**config.mk**
```make
export PLATFORM = sky130hd
export DESIGN_NAME = rst_sequencer
export DESIGN_NICKNAME = d
export VERILOG_FILES = /design/src/rtl/rst_seq_pkg.sv /design/src/rtl/rst_seq_timer.sv /design/src/rtl/rst_sequencer.sv
export SDC_FILE = /design/constraint.sdc
export NUM_CORES = 1
export LEC_CHECK = 0
export ABC_AREA = 1
export CAP_MARGIN = 20
export CORE_MARGIN = 2
export CORE_UTILIZATION = 55
export CTS_CLUSTER_SIZE = 12
export DETAILED_ROUTE_END_ITERATION = 10
export MAX_ROUTING_LAYER = met4
export PLACE_DENSITY = 0.77
export SLEW_MARGIN = 30
export SYNTH_ARGS = -nofsm -noshare
export SYNTH_HDL_FRONTEND = slang
export SYNTH_SLANG_ARGS = --single-unit
export TNS_END_PERCENT = 1
```
**constraint.sdc**
```tcl
create_clock -name clk -period 5 [get_ports clk]
set_clock_uncertainty 0.1 [all_clocks]
set_input_delay 1 -clock clk [delete_from_list [all_inputs] [get_ports clk]]
set_output_delay 1 -clock clk [all_outputs]
set_load 0.01 [all_outputs]
```
**src/rtl/rst_seq_pkg.sv**
```systemverilog
// Shared types and default timing for the reset sequencer.
// The cycle defaults assume a 50 MHz system clock.
package rst_seq_pkg;

    typedef enum logic [1:0] {
        HOLD_PHY  = 2'd0,
        WAIT_PHY  = 2'd1,
        WAIT_CORE = 2'd2,
        RUN       = 2'd3
    } rst_seq_state_e;

    localparam int PHY_RST_CYCLES_50M    = 500000;  // 10 ms
    localparam int PHY_WAIT_CYCLES_50M   = 250000;  // 5 ms
    localparam int CORE_DELAY_CYCLES_50M = 16;

    function automatic int max3(input int a, input int b, input int c);
        int m;
        m = (a > b) ? a : b;
        return (m > c) ? m : c;
    endfunction

endpackage

```
**src/rtl/rst_seq_timer.sv**
```systemverilog
// Up-counter with synchronous clear/enable and an equality terminal-count
// compare against a runtime last value; it is cleared before it can wrap.
module rst_seq_timer #(
    parameter int CNT_W = 8
) (
    input  logic             clk,
    input  logic             rst,
    input  logic             clr,
    input  logic             en,
    input  logic [CNT_W-1:0] last,
    output logic             tc
);

    logic [CNT_W-1:0] count;

    always_ff @(posedge clk) begin
        if (rst || clr) begin
            count <= '0;
        end else if (en) begin
            count <= count + 1'b1;
        end
    end

    assign tc = (count == last);

endmodule

```
**src/rtl/rst_sequencer.sv**
```systemverilog
// Ordered reset release: PHY pin, then MAC, then core plus ready.
// state     | meaning
// HOLD_PHY  | PHY pin low; counting locked cycles toward PHY release
// WAIT_PHY  | PHY released; waiting for PHY settle / strap latch
// WAIT_CORE | MAC released; short delay before core release
// RUN       | all resets released, ready high
module rst_sequencer
    import rst_seq_pkg::*;
#(
    parameter int PHY_RST_CYCLES    = PHY_RST_CYCLES_50M,
    parameter int PHY_WAIT_CYCLES   = PHY_WAIT_CYCLES_50M,
    parameter int CORE_DELAY_CYCLES = CORE_DELAY_CYCLES_50M
) (
    input  logic clk,
    input  logic rst,
    input  logic pll_locked,
    input  logic soft_rst_req,
    output logic phy_rst_n,
    output logic mac_rst,
    output logic core_rst,
    output logic ready
);

    localparam int CNT_W = $clog2(max3(PHY_RST_CYCLES, PHY_WAIT_CYCLES, CORE_DELAY_CYCLES) + 1);

    rst_seq_state_e   state;
    rst_seq_state_e   state_next;
    logic             tmr_clr;
    logic             tmr_en;
    logic             tmr_tc;
    logic [CNT_W-1:0] tmr_last;
    logic             restart;

    assign restart = !pll_locked || soft_rst_req;

    always_comb begin
        tmr_last = '0;
        case (state)
            HOLD_PHY:  tmr_last = CNT_W'(PHY_RST_CYCLES - 1);
            WAIT_PHY:  tmr_last = CNT_W'(PHY_WAIT_CYCLES - 1);
            WAIT_CORE: tmr_last = CNT_W'(CORE_DELAY_CYCLES - 1);
            default:   tmr_last = '0;
        endcase
    end

    rst_seq_timer #(
        .CNT_W (CNT_W)
    ) u_timer (
        .clk  (clk),
        .rst  (rst),
        .clr  (tmr_clr),
        .en   (tmr_en),
        .last (tmr_last),
        .tc   (tmr_tc)
    );

    // A restart always beats a terminal count arriving on the same cycle.
    always_comb begin
        state_next = state;
        tmr_clr    = 1'b0;
        tmr_en     = 1'b0;
        case (state)
            HOLD_PHY: begin
                if (restart) begin
                    tmr_clr = 1'b1;
                end else if (tmr_tc) begin
                    state_next = WAIT_PHY;
                    tmr_clr    = 1'b1;
                end else begin
                    tmr_en = 1'b1;
                end
            end
            WAIT_PHY: begin
                if (restart) begin
                    state_next = HOLD_PHY;
                    tmr_clr    = 1'b1;
                end else if (tmr_tc) begin
                    state_next = WAIT_CORE;
                    tmr_clr    = 1'b1;
                end else begin
                    tmr_en = 1'b1;
                end
            end
            WAIT_CORE: begin
                if (restart) begin
                    state_next = HOLD_PHY;
                    tmr_clr    = 1'b1;
                end else if (tmr_tc) begin
                    state_next = RUN;
                    tmr_clr    = 1'b1;
                end else begin
                    tmr_en = 1'b1;
                end
            end
            RUN: begin
                if (restart) begin
                    state_next = HOLD_PHY;
                    tmr_clr    = 1'b1;
                end
            end
            default: begin
                state_next = HOLD_PHY;
                tmr_clr    = 1'b1;
            end
        endcase
    end

    always_ff @(posedge clk) begin
        if (rst) begin
            state <= HOLD_PHY;
        end else begin
            state <= state_next;
        end
    end

    // Outputs are decoded from the next state so they change on the same edge.
    always_ff @(posedge clk) begin
        if (rst) begin
            phy_rst_n <= 1'b0;
            mac_rst   <= 1'b1;
            core_rst  <= 1'b1;
            ready     <= 1'b0;
        end else begin
            phy_rst_n <= (state_next != HOLD_PHY);
            mac_rst   <= (state_next == HOLD_PHY) || (state_next == WAIT_PHY);
            core_rst  <= (state_next != RUN);
            ready     <= (state_next == RUN);
        end
    end

endmodule
```
==> results of run 1 <==
==> layout make-up <==
cell class              instances  share of cell area (%)
clock buffers                   4                    1.56
inverters                      19                    4.53
multi-input cells             191                    57.3
flip-flops and latches         25                    29.7
well taps                      31                    2.30
repair buffers                  8                    4.60
==> power by group through the flow <==
stage / logic, mW / clock network [mW] / registers (mW)
5_1_grt: 0.0148 / 0.101 / 0.200
2_1_floorplan: 0.0107 / 0 / 0.204
3_5_place_dp: 0.0133 / 0 / 0.204
6_report: 0.0134 / 0.0899 / 0.200
4_1_cts: 0.0134 / 0.0925 / 0.200
3_3_place_gp: 0.0132 / 0 / 0.204
==> critical path, delay by kind of cell, from the launching register on <==
family          cells  cell delay, ns
compound gates      2            0.71
buf+inv             2            0.21
flops               1            0.59
simple gates        5            0.52
==> state kept, by name, summed over array words and instances, names as in the netlist <==
register,flops
u_timer.count,19
state,2
core_rst,1
mac_rst,1
phy_rst_n,1
ready,1
==> synthesized netlist by cell type <==
| library cell | instances | area (um2) |
|---|---|---|
| clkinv_4 | 1 | 8.76 |
| nor2_2 | 2 | 12.5 |
| nand3_4 | 1 | 17.5 |
| nand3_1 | 26 | 130 |
| xor2_1 | 10 | 87.6 |
| buf_4 | 1 | 7.51 |
| nor2_1 | 36 | 135 |
| o21ai_1 | 1 | 5.00 |
| o21ai_4 | 1 | 16.3 |
| o21ai_2 | 1 | 8.76 |
| nand2_2 | 3 | 18.8 |
| dfxtp_1 | 25 | 500 |
| buf_2 | 3 | 15.0 |
| a31oi_1 | 1 | 6.26 |
| nand2_1 | 75 | 282 |
| nor3_1 | 2 | 10.0 |
| a21oi_2 | 10 | 87.6 |
| o21ai_0 | 4 | 20.0 |
| inv_1 | 15 | 56.3 |
| inv_2 | 3 | 11.3 |
| nand3b_1 | 1 | 7.51 |
| xnor2_1 | 3 | 26.3 |
| buf_6 | 2 | 22.5 |
| nand4_1 | 1 | 6.26 |
| buf_8 | 1 | 15.0 |
| nand2_4 | 2 | 22.5 |
| nand3_2 | 1 | 10.0 |
| ha_1 | 1 | 12.5 |
| a21oi_1 | 9 | 45.0 |
==> stage by stage <==
step / area, um2 / power, mW / utilization, % / std cells / hold slack, ns
global route: 1690 / 0.315 / 61.2 / 278 / 0.459
CTS: 1690 / 0.306 / 61.2 / 278 / 0.426
floorplan: 1600 / 0.215 / - / 242 / 0.378
global placement: 1660 / 0.217 / 60.2 / 274 / 0.402
detailed placement: 1660 / 0.217 / 60.2 / 274 / 0.408
finish: 1690 / 0.303 / 61.2 / 278 / 0.429
==> kinds of logic (layout without fill, tap and decap cells) <==
| family | count (synthesis) | count (layout) | share of synthesized area [%] |
|---|---|---|---|
| AOI/OAI and AO/OA | 27 | 27 | 11.8 |
| xor gates and xnor gates | 13 | 13 | 7.10 |
| adders and majority gates | 1 | 1 | 0.780 |
| buffers and inverters | 26 | 31 | 8.50 |
| DFF | 25 | 25 | 31.2 |
| and+or+nand+nor | 150 | 150 | 40.6 |
==> layer usage <==
metal | GRT usage [%] | vias to the layer above | part of all wire [%]
li1 | - | 779 | -
met1 | 29.9 | 651 | 49
met2 | 34.1 | 28 | 46
met3 | 4.69 | 4 | 4.4
met4 | 5.32 | 0 | 0.97
met5 | - | - | 0
==> worst paths after layout <==
| path | end | slack [ns] | cells past startpoint |
|---|---|---|---|
| worst max-delay path | u_timer.count[11] | 2.72 | 9 |
| worst min-delay path | u_timer.count[7] | 0.43 | 2 |
| worst max register to register | u_timer.count[11] | 2.72 | 9 |
| worst min register to register | u_timer.count[7] | 0.43 | 2 |
==> results.yml, run 1 <==
status:
  status: "complete, no violations"
placement:
  numPortBuffers: 7
  gp_congestion: 0.933
  hpwlAfterDp_mm: 2.42
  pre_cts_ws_ns: 2.44
logic_synthesis:
  yosysSeqAreaShare_pct: 31.2
  syn_nets: 247
  avgSynthCellArea_um2: 6.63
  yosysUniqueCellTypes: 29
  synth_area_um2: 1600
  netlist_instances: 242
  ys_warn_count: 0
  synth-seq-cells: 25
final_layout:
  diodes: 0
  drive_above_1_share_pct: 11.7
  num-fill-cells: 273
  layout_common_cells: "nand2_1, nor2_1, nand3_1"
  syn_to_final_growth_pct: 5.15
  multi_input_area_um2: 967
  seq_area_um2: 500
  mostFrequentLayoutCell: "nand2_1"
  nets: 253
die:
  initial_core_util_pct: 58.2
  die_height_um: 58.0
  boundaryPins: 8
  chipWidth_um: 58.0
  core_um2: 2760
  fp-row-count: 19
  die_area_um2: 3360
setup_path:
  path_class: "reg2reg"
  critical_path_required_ns: 5.09
  crit_arrival_ns: 2.37
  slowest_stage: "o21ai_4"
  endpoint_kind: "flip-flop"
  crit_top_cell: "nand2_1"
  crit_chain: "clkinv_4 > nand2_2 > nand3_1 > nand2_1 > nand2_1 > inv_2 > nand3_4 > o21ai_4 > a21oi_1"
  start_kind: "flip-flop"
  r2r-start: "state[1]"
  critPathLaunch: "state[1]"
  max_stage_delay_ns: 0.63
  path_max_fanout: 24
drt:
  drtAntennaViolNets: 0
  drtIter0Drc: 35
  routed_wl_mm: 3.21
  vias_per_cell: 5.26
  firstDrtPassIters: 4
  wl_per_cell_um: 11.6
  drc: 0
  num_vias: 1462
clocking:
  cts_tree: "yes"
  cts.clk_slew.worst_paths_ns: 0.13
  htreeDepth: 1
  numCtsBuffers: 3
  clockBufferDepth: 2
  cts_root_buffer: "clkbuf_4"
  cts_resized: 0
  post_cts_buffers: 0
  clk_latency_ns: 0.32
  cts_hold_buf: 0
  cts_sinks: 25
pwr:
  power.net_switching_uw: 68.1
  peakVddDrop_mv: 0.155
  power_density_nw_per_um2: 180
  leakage_nw: 0.584
  power_frac_seq_pct: 65.9
  p_sw_share_pct: 22.5
  intPower_uw: 235
  p_comb_share_pct: 4.4
  clkPwrFrac_pct: 29.7
sta:
  fin_crit_sh_pct: 45.6
  fmax_mhz: 438
  maxSlewViolCount: 0
  fin_setup_tns_ns: 0
  finalHoldViolations: 0
  slew-limit-headroom_pct: 55.8
  rsz0062_at_grt: "no"
  tightestPinTransition_ns: 0.661
  fin_crit_ns: 2.28
  setup_ws_ns: 2.72
  final-setup-viol-count: 0
hold_path:
  hold_path_class: "reg2reg"
  hp-start: "u_timer.count[7]"
global_routing:
  overflow: 0
  track_usage_pct: 22.2
  antenna_found_initial: 0
  grt_max_degree: 25
  grt_pass1_wl_mm: 5.57
  grt_pass1_vias: 1262
job:
  cap_viol_max_count: 0
(Power assumes the default switching activity.)
==> inputs of run 2 (changes only) <==
==> constraint.sdc (replaced) <==
create_clock -name clk -period 2.4 [get_ports clk]
set_clock_uncertainty 0.1 [all_clocks]
set_input_delay 0.48 -clock clk [delete_from_list [all_inputs] [get_ports clk]]
set_output_delay 0.48 -clock clk [all_outputs]
set_load 0.01 [all_outputs]
==> run 2 against run 1 <==
Setup slack worse by 2.4 ns; non-clock buffer count rose by 1; via count increased by 0.82%; first-iteration DRC count rose by 110%.
==> results.yml, run 2 (synthesis results as in run 1) <==
status:
  status: "complete, no violations"
placement:
  hpwlAfterDp_mm: 2.42
  dp.cells: 275
  numPortBuffers: 7
  gp_congestion: 0.909
die:
  chipWidth_um: 58.0
  core_um2: 2760
  die_area_um2: 3360
  fp-row-count: 19
  initial_core_util_pct: 58.2
  die_height_um: 58.0
  boundaryPins: 8
setup_path:
  worstReg2RegEnd: "u_timer.count[8]"
  start_kind: "flip-flop"
  max_stage_delay_ns: 0.59
  endpoint_kind: "flip-flop"
  path_max_fanout: 19
  crit_top_cell: "nand2_1"
  path_class: "reg2reg"
  r2r-start: "state[1]"
  crit_chain: "clkinv_4 > nand2_1 > nand3_1 > nand2_1 > nand2_1 > inv_2 > nand3_4 > o21ai_4 > a21oi_1"
  crit_arrival_ns: 2.14
  critical_path_required_ns: 2.49
  critPathTopFamily: "compound AO/OA/AOI/OAI gates"
  r2r_cells: 9
  slowest_stage: "dfxtp_1"
  rrSetupSlack_ns: 0.35
  path_buf_inv: 2
global_routing:
  grt_pass1_wl_mm: 5.86
  antenna_found_initial: 0
  track_usage_pct: 22.9
  grt_pass1_vias: 1286
  overflow: 0
  grt_max_degree: 24
hold_path:
  hold_depth: 2
  hold_path_class: "reg2reg"
  hp-start: "u_timer.count[7]"
  min_to: "u_timer.count[7]"
clocking:
  cts_tree: "yes"
  numCtsBuffers: 3
  clockBufferDepth: 2
  cts_resized: 0
  cts_sinks: 25
  cts_hold_buf: 0
  cts.clk_slew.worst_paths_ns: 0.13
  clk_latency_ns: 0.32
  post_cts_buffers: 0
  htreeDepth: 1
  cts_root_buffer: "clkbuf_4"
final_layout:
  drive_above_1_share_pct: 12.1
  final_cells: 279
  layout_common_cells: "nand2_1, nor2_1, nand3_1"
  mostFrequentLayoutCell: "nand2_1"
  reg.largest.list: "u_timer.count (19), state (2)"
  top_register: "u_timer.count"
  nets: 254
  syn_to_final_growth_pct: 6.40
  largest_register_ffs: 19
  diodes: 0
drt:
  num_vias: 1474
  drtAntennaViolNets: 0
  firstDrtPassIters: 4
  wl_per_cell_um: 12.2
  routed_wl_mm: 3.40
  drc: 0
  vias_per_cell: 5.28
  drtIter0Drc: 75
sta:
  fin_crit_sh_pct: 85.4
  fin_setup_tns_ns: 0
  maxSlewViolCount: 0
  rsz0062_at_grt: "no"
  fin_crit_ns: 2.05
  fmax_mhz: 488
  slew-limit-headroom_pct: 55.6
  tightestPinTransition_ns: 0.663
  finalHoldViolations: 0
  final-setup-viol-count: 0
job:
  cap_viol_max_count: 0
pwr:
  leakage_nw: 0.592
  power_density_nw_per_um2: 373
  peakVddDrop_mv: 0.300
## run 2: cell count changes in the layout (fill, tap and decap cells not counted)
cell	change
buf_12	+1
## run 2: area by class of cell
cell class / instances / area, um2
fillers: 259 / 1050
multi-input cells: 191 / 967
flip-flops and latches: 25 / 500
repair buffers: 9 / 97.6
inverters: 19 / 76.3
well taps: 31 / 38.8
clock buffers: 4 / 26.3
## run 2: worst max path at each step
| stage | start | end | cells after the start |
|---|---|---|---|
| 2_1_floorplan | u_timer.count[0] | u_timer.count[10] | 8 |
| 6_report | state[1] | u_timer.count[8] | 9 |
| 3_3_place_gp | pll_locked | u_timer.count[0] | 9 |
| 5_1_grt | state[1] | u_timer.count[8] | 9 |
| 3_5_place_dp | pll_locked | u_timer.count[12] | 9 |
| 4_1_cts | state[1] | u_timer.count[14] | 9 |
## run 2: per-stage QoR
| step | instance area [um2] | power [mW] | utilization (%) | setup WS, ns | hold WS (ns) |
|---|---|---|---|---|---|
| 2_1_floorplan | 1600 | 0.447 | - | 0.759 | 0.378 |
| 4_1_cts | 1710 | 0.646 | 61.9 | 0.357 | 0.425 |
| 3_5_place_dp | 1680 | 0.456 | 60.9 | 0.343 | 0.408 |
| 3_3_place_gp | 1680 | 0.456 | 60.9 | 0.362 | 0.401 |
| 6_report | 1710 | 0.637 | 61.9 | 0.350 | 0.427 |
| 5_1_grt | 1710 | 0.663 | 61.9 | 0.146 | 0.461 |
## run 2: tightest hold or removal path: stages, from the launching register on
cell and delay (ns):
dfxtp_1 0.36, nand2_1 0.08, a21oi_1 0.05
## run 2: metal layers
metal	GRT usage [%]	part of all wire, %	vias to the layer above
met4	5.32	1.7	0
met2	34.7	45	45
met3	4.69	4.7	6
met1	31.5	49	646
met5	-	0	-
li1	-	-	777
## run 2: power breakdown
group / switching [mW] / leakage (nW) / internal, mW
clock: 0.125 / 0.0150 / 0.0650
combinational: 0.0198 / 0.375 / 0.0111
sequential: 0.000609 / 0.201 / 0.415
total: 0.145 / 0.592 / 0.491
==> inputs of run 3 (changes only) <==
--- a/config.mk
+++ b/config.mk
@@ -13,6 +13,7 @@
 export DETAILED_ROUTE_END_ITERATION = 10
 export MAX_ROUTING_LAYER = met4
 export PLACE_DENSITY = 0.77
+export RECOVER_POWER = 100
 export SLEW_MARGIN = 30
 export SYNTH_ARGS = -nofsm -noshare
 export SYNTH_HDL_FRONTEND = slang
==> run 3 against run 2 <==
Total power increased by 0.10%; highest routed layer unchanged; sequential cell count did not move; hold slack got worse by 0.0013 ns; clock power hardly changed; die area unchanged; count of clock-buffer cells in the layout unchanged; cell count unchanged; routed wire length down 0.91%; largest cell class unchanged; non-clock buffer count did not move; maximum frequency shrank 0.12%.
==> results.yml, run 3 (synthesis results as in run 1) <==
final_layout:
  top_register: "u_timer.count"
  syn_to_final_growth_pct: 4.52
  largest_register_ffs: 19
  mostFrequentLayoutCell: "nand2_1"
  utilization_pct: 60.8
  drive_above_1_share_pct: 9.27
  reg.largest.list: "u_timer.count (19), state (2)"
  diodes: 0
  layout_common_cells: "nand2_1, nor2_1, nand3_1"
  nets: 254
  finalInstanceArea_um2: 1680
hold_path:
  hold_path_class: "reg2reg"
die:
  fp-row-count: 19
  die_height_um: 58.0
  chipWidth_um: 58.0
  initial_core_util_pct: 58.2
  core_um2: 2760
  die_area_um2: 3360
  boundaryPins: 8
clocking:
  cts_root_buffer: "clkbuf_4"
  numCtsBuffers: 3
  cts_sinks: 25
  cts.clk_slew.worst_paths_ns: 0.14
  clockBufferDepth: 2
  cts_hold_buf: 0
  cts_tree: "yes"
  cts_resized: 0
  post_cts_buffers: 0
  clk_latency_ns: 0.32
  htreeDepth: 1
drt:
  vias_per_cell: 5.22
  drtIter0Drc: 77
  num_vias: 1456
  routed_wl_mm: 3.37
  wl_per_cell_um: 12.1
  firstDrtPassIters: 4
  drc: 0
  drtAntennaViolNets: 0
setup_path:
  crit_chain: "clkinv_4 > nand2_1 > nand3_1 > nand2_1 > nand2_1 > inv_1 > nand3_1 > o21ai_4 > a21oi_1"
  path_class: "reg2reg"
  endpoint_kind: "flip-flop"
  path_max_fanout: 19
  critical_path_required_ns: 2.49
  crit_arrival_ns: 2.14
  crit_top_cell: "nand2_1"
  max_stage_delay_ns: 0.59
  path_buf_inv: 2
  start_kind: "flip-flop"
  slowest_stage: "dfxtp_1"
  critPathTopFamily: "compound AO/OA/AOI/OAI gates"
global_routing:
  grt_pass1_vias: 1286
  grt_pass1_wl_mm: 5.86
  overflow: 0
  grt_max_degree: 24
  track_usage_pct: 22.9
  antenna_found_initial: 0
sta:
  rsz0062_at_grt: "no"
  tightestPinTransition_ns: 0.617
  fin_crit_ns: 2.05
  fin_crit_sh_pct: 85.5
  fin_setup_tns_ns: 0
  fmax_mhz: 487
  maxSlewViolCount: 0
  finalHoldViolations: 0
  slew-limit-headroom_pct: 58.7
  final-setup-viol-count: 0
placement:
  hpwlAfterDp_mm: 2.42
  numPortBuffers: 7
  gp_congestion: 0.909
  dpl_cell_area_um2: 1680
pwr:
  power_frac_seq_pct: 65.3
  p_comb_share_pct: 4.7
  peakVddDrop_mv: 0.304
  intPower_uw: 491
  power_uw: 637
  power_density_nw_per_um2: 380
  leakage_nw: 0.595
  p_sw_share_pct: 22.9
  power.net_switching_uw: 146
  clkPwrFrac_pct: 30.0
job:
  cap_viol_max_count: 0
status:
  status: "complete, no violations"
## run 3: cell count changes in the layout (fill, tap and decap cells not counted), sizes merged
cell           change
clkdlybuf4s50      -4
dlygate4sd3        +4
## run 3: cell type report
class | count | area, um2
clock buffer | 4 | 26.3
fill | 268 | 1080
inverter | 19 | 76.3
multi-input combinational | 191 | 937
sequential | 25 | 500
tap | 31 | 38.8
timing repair buffer | 9 | 97.6
## run 3: routing by layer
metal	GRT usage, %	part of all wire (%)	vias up
li1	-	-	780
met1	31.5	49	631
met2	34.7	44	38
met3	4.69	4.9	7
met4	5.32	1.9	0
met5	-	0	-
## run 3: final timing paths
check / slack, ns / depth (start not counted) / to / startpoint
max: 0.35 / 9 / u_timer.count[1] / state[1]
min: 0.43 / 2 / u_timer.count[7] / u_timer.count[7]
max reg2reg: 0.35 / 9 / u_timer.count[1] / state[1]
min reg2reg: 0.43 / 2 / u_timer.count[7] / u_timer.count[7]
## run 3: power groups by stage
stage | Combinational (mW) | Clock [mW] | Sequential (mW)
2_1_floorplan | 0.0223 | 0 | 0.425
3_3_place_gp | 0.0308 | 0 | 0.425
3_5_place_dp | 0.0306 | 0 | 0.425
4_1_cts | 0.0307 | 0.199 | 0.416
5_1_grt | 0.0324 | 0.214 | 0.416
6_report | 0.0300 | 0.191 | 0.416
## run 3: per-stage QoR
step                worst slack [ns]  std cells  hold slack (ns)
floorplan                      0.759        242            0.378
global placement               0.362        275            0.401
detailed placement             0.343        275            0.408
CTS                            0.357        279            0.425
global route                   0.119        279            0.464
finish                         0.347        279            0.426
## run 3: worst register-to-register path: cells and delay by family, from the launching register on
family,cells,cell delay (ns)
AOI/OAI and AO/OA,2,0.61
DFF,1,0.59
buffers and inverters,2,0.21
and+or+nand+nor,5,0.41
==> edit, RTL diff (flow settings as in run 1) <==
Re-encode `rst_seq_state_e` (4 states) as one-hot, 4 bits wide.
--- a/src/rtl/rst_seq_pkg.sv
+++ b/src/rtl/rst_seq_pkg.sv
@@ -2,11 +2,11 @@
 // The cycle defaults assume a 50 MHz system clock.
 package rst_seq_pkg;
 
-    typedef enum logic [1:0] {
-        HOLD_PHY  = 2'd0,
-        WAIT_PHY  = 2'd1,
-        WAIT_CORE = 2'd2,
-        RUN       = 2'd3
+    typedef enum logic [3:0] {
+        HOLD_PHY  = 4'b0001,
+        WAIT_PHY  = 4'b0010,
+        WAIT_CORE = 4'b0100,
+        RUN       = 4'b1000
     } rst_seq_state_e;
 
     localparam int PHY_RST_CYCLES_50M    = 500000;  // 10 ms
Formal check against the unedited RTL: same outputs for any inputs over 10 cycles, from zero or initial values and one cycle with rst high; not proved beyond that.
==> edit against run 1 <==
Sequential cell count rose by 2; highest routed layer unchanged; fmax fell by 9.6%; final area is 9.3% higher; setup slack got worse by 240 ps; largest cell class unchanged; critical endpoint is now mac_rst; hold slack worse by 14 ps; wire length is 16% higher; via count rose by 10%; sequential power increased by 8%; area after synthesis grew 8.7%; total power increased by 7.2%; combinational power is 15% higher.
==> edit: results (changes against run 1) <==
metric,value,unit,change
status,completed,,
GR Util met1,0.297,,-0.00191
met2 Track Usage GR,0.388,,+0.0473
I/O Buffers,7,,unchanged
top area cells in the synthesized netlist,"dfxtp_1, nand2_1, nand4_1",,
"Warnings, synthesis",0,,unchanged
Total Power,325,uW,+7.2%
asr flop ratio synth,0,,unchanged
area post-placement,1820,um^2,+9.3%
routed vias/inst,5.38,,+2.2%
vias in the first global route,1450,,+15%
Worst-Skew Late Latency,330,ps,
TritonCTS Buffers,3,,unchanged
Setup WS pre-CTS,2110,ps,-325 ps
fraction of layout cells with a size suffix above 1,0.113,,-0.00413
antenna violations before repair,0,,unchanged
WP data arrival,2650,ps,+280 ps
first-pass GRT wire length,6360,um,+14%
Pleak,0.653,nW,+12%
Critical Path Fanout Max,23,,-4.2%
"Seq/Total Area, Yosys",0.310,,-0.00211
Post-CTS Resized,0,,unchanged
diode count,0,,unchanged
final RePlAce weighted congestion,0.935,,+0.25%
Post-synth top cells,"nand2_1, nor2_1, dfxtp_1",,
drt pass-1 iters,4,,unchanged
Mapped Nets,258,,+4.5%
GRT Resource Usage Total,0.236,,+0.0150
GR Layer Usage met3,0.0303,,-0.0166
reg2reg setup slack,2800,ps,+80 ps
largest net degree at the start of global routing,26,,+4.0%
Netlist cell types,22,,-24%
clock-pin slew on the worst setup and hold paths,140,ps,
drt total wl,3720,um,+16%
actual slew at the worst max-slew pin,357,ps,-304 ps
CTS H-tree depth,1,,unchanged
crit-path max cell delay,450,ps,-180 ps
Initial DRC Count,59,,+69%
Layout fillers,293,,+7.3%
Top Registers,"u_timer.count (19), state (4)",,
worst min path class,reg -> reg,,
CP top delay family,buffers and inverters,,
slowest cell on the critical path,clkdlybuf4s50_1,,
Root Buffer,clkbuf_4,,
hpwl dp,2700,um,+12%
Final Slew Violations,0,,unchanged
Clock Path Buffers,2,,unchanged
VDD IR-drop max,0.000101,V,-35%
post-CTS setup buffers,0,,unchanged
## edit: cell types whose count changed after synthesis, moves of 3 or more
cell / change
inv_1: +8
inv_2: -3
nand3_1: -10
a21oi_1: +4
nand4_1: +24
clkbuf_1: +3
nor2_1: -5
nand2_1: -13
## edit: power by group
part / leakage (nW) / switching (mW) / total (mW) / internal [mW]
Clock: 0.0177 / 0.0626 / 0.0926 / 0.0300
Sequential: 0.218 / 0.000979 / 0.217 / 0.216
Combinational: 0.418 / 0.0107 / 0.0154 / 0.00469
## edit: metrics by stage
step	hold slack, ps	utilization	cells
2_1_floorplan	367	-	253
3_3_place_gp	389	0.600	296
3_5_place_dp	390	0.600	296
4_1_cts	413	0.609	300
5_1_grt	443	0.609	300
6_report	414	0.609	300
## edit: layout make-up
class,count,share of cell area
multi-input combinational,194,0.573
sequential,27,0.293
inverter,23,0.0468
timing repair buffer,8,0.0421
tap,44,0.0299
clock buffer,3,0.0122
clock inverter,1,0.00272
## edit: cell families after synthesis
group           synth area share
buf+inv                   0.0846
xor+xnor                  0.0753
fa+ha+maj                0.00717
flops                      0.310
simple gates               0.422
compound gates             0.101
## edit: worst paths after layout
path / startpoint / end / cells after the start
setup / recovery: pll_locked / mac_rst / 9
hold / removal: u_timer.count[5] / u_timer.count[5] / 2
setup reg to reg: state[0] / u_timer.count[15] / 10
hold reg to reg: u_timer.count[5] / u_timer.count[5] / 2
## edit: worst min-delay path, delay by kind of cell, from the launching register on
family | cells | cell delay (ps)
and+or+nand+nor | 1 | 80
DFF | 1 | 360
AOI/OAI and AO/OA | 1 | 50
## edit: layer usage
layer / share of wire / vias to the layer above
met5: 0 / -
met3: 0.037 / 4
met2: 0.47 / 37
met4: 0.010 / 0
met1: 0.48 / 732
li1: - / 840
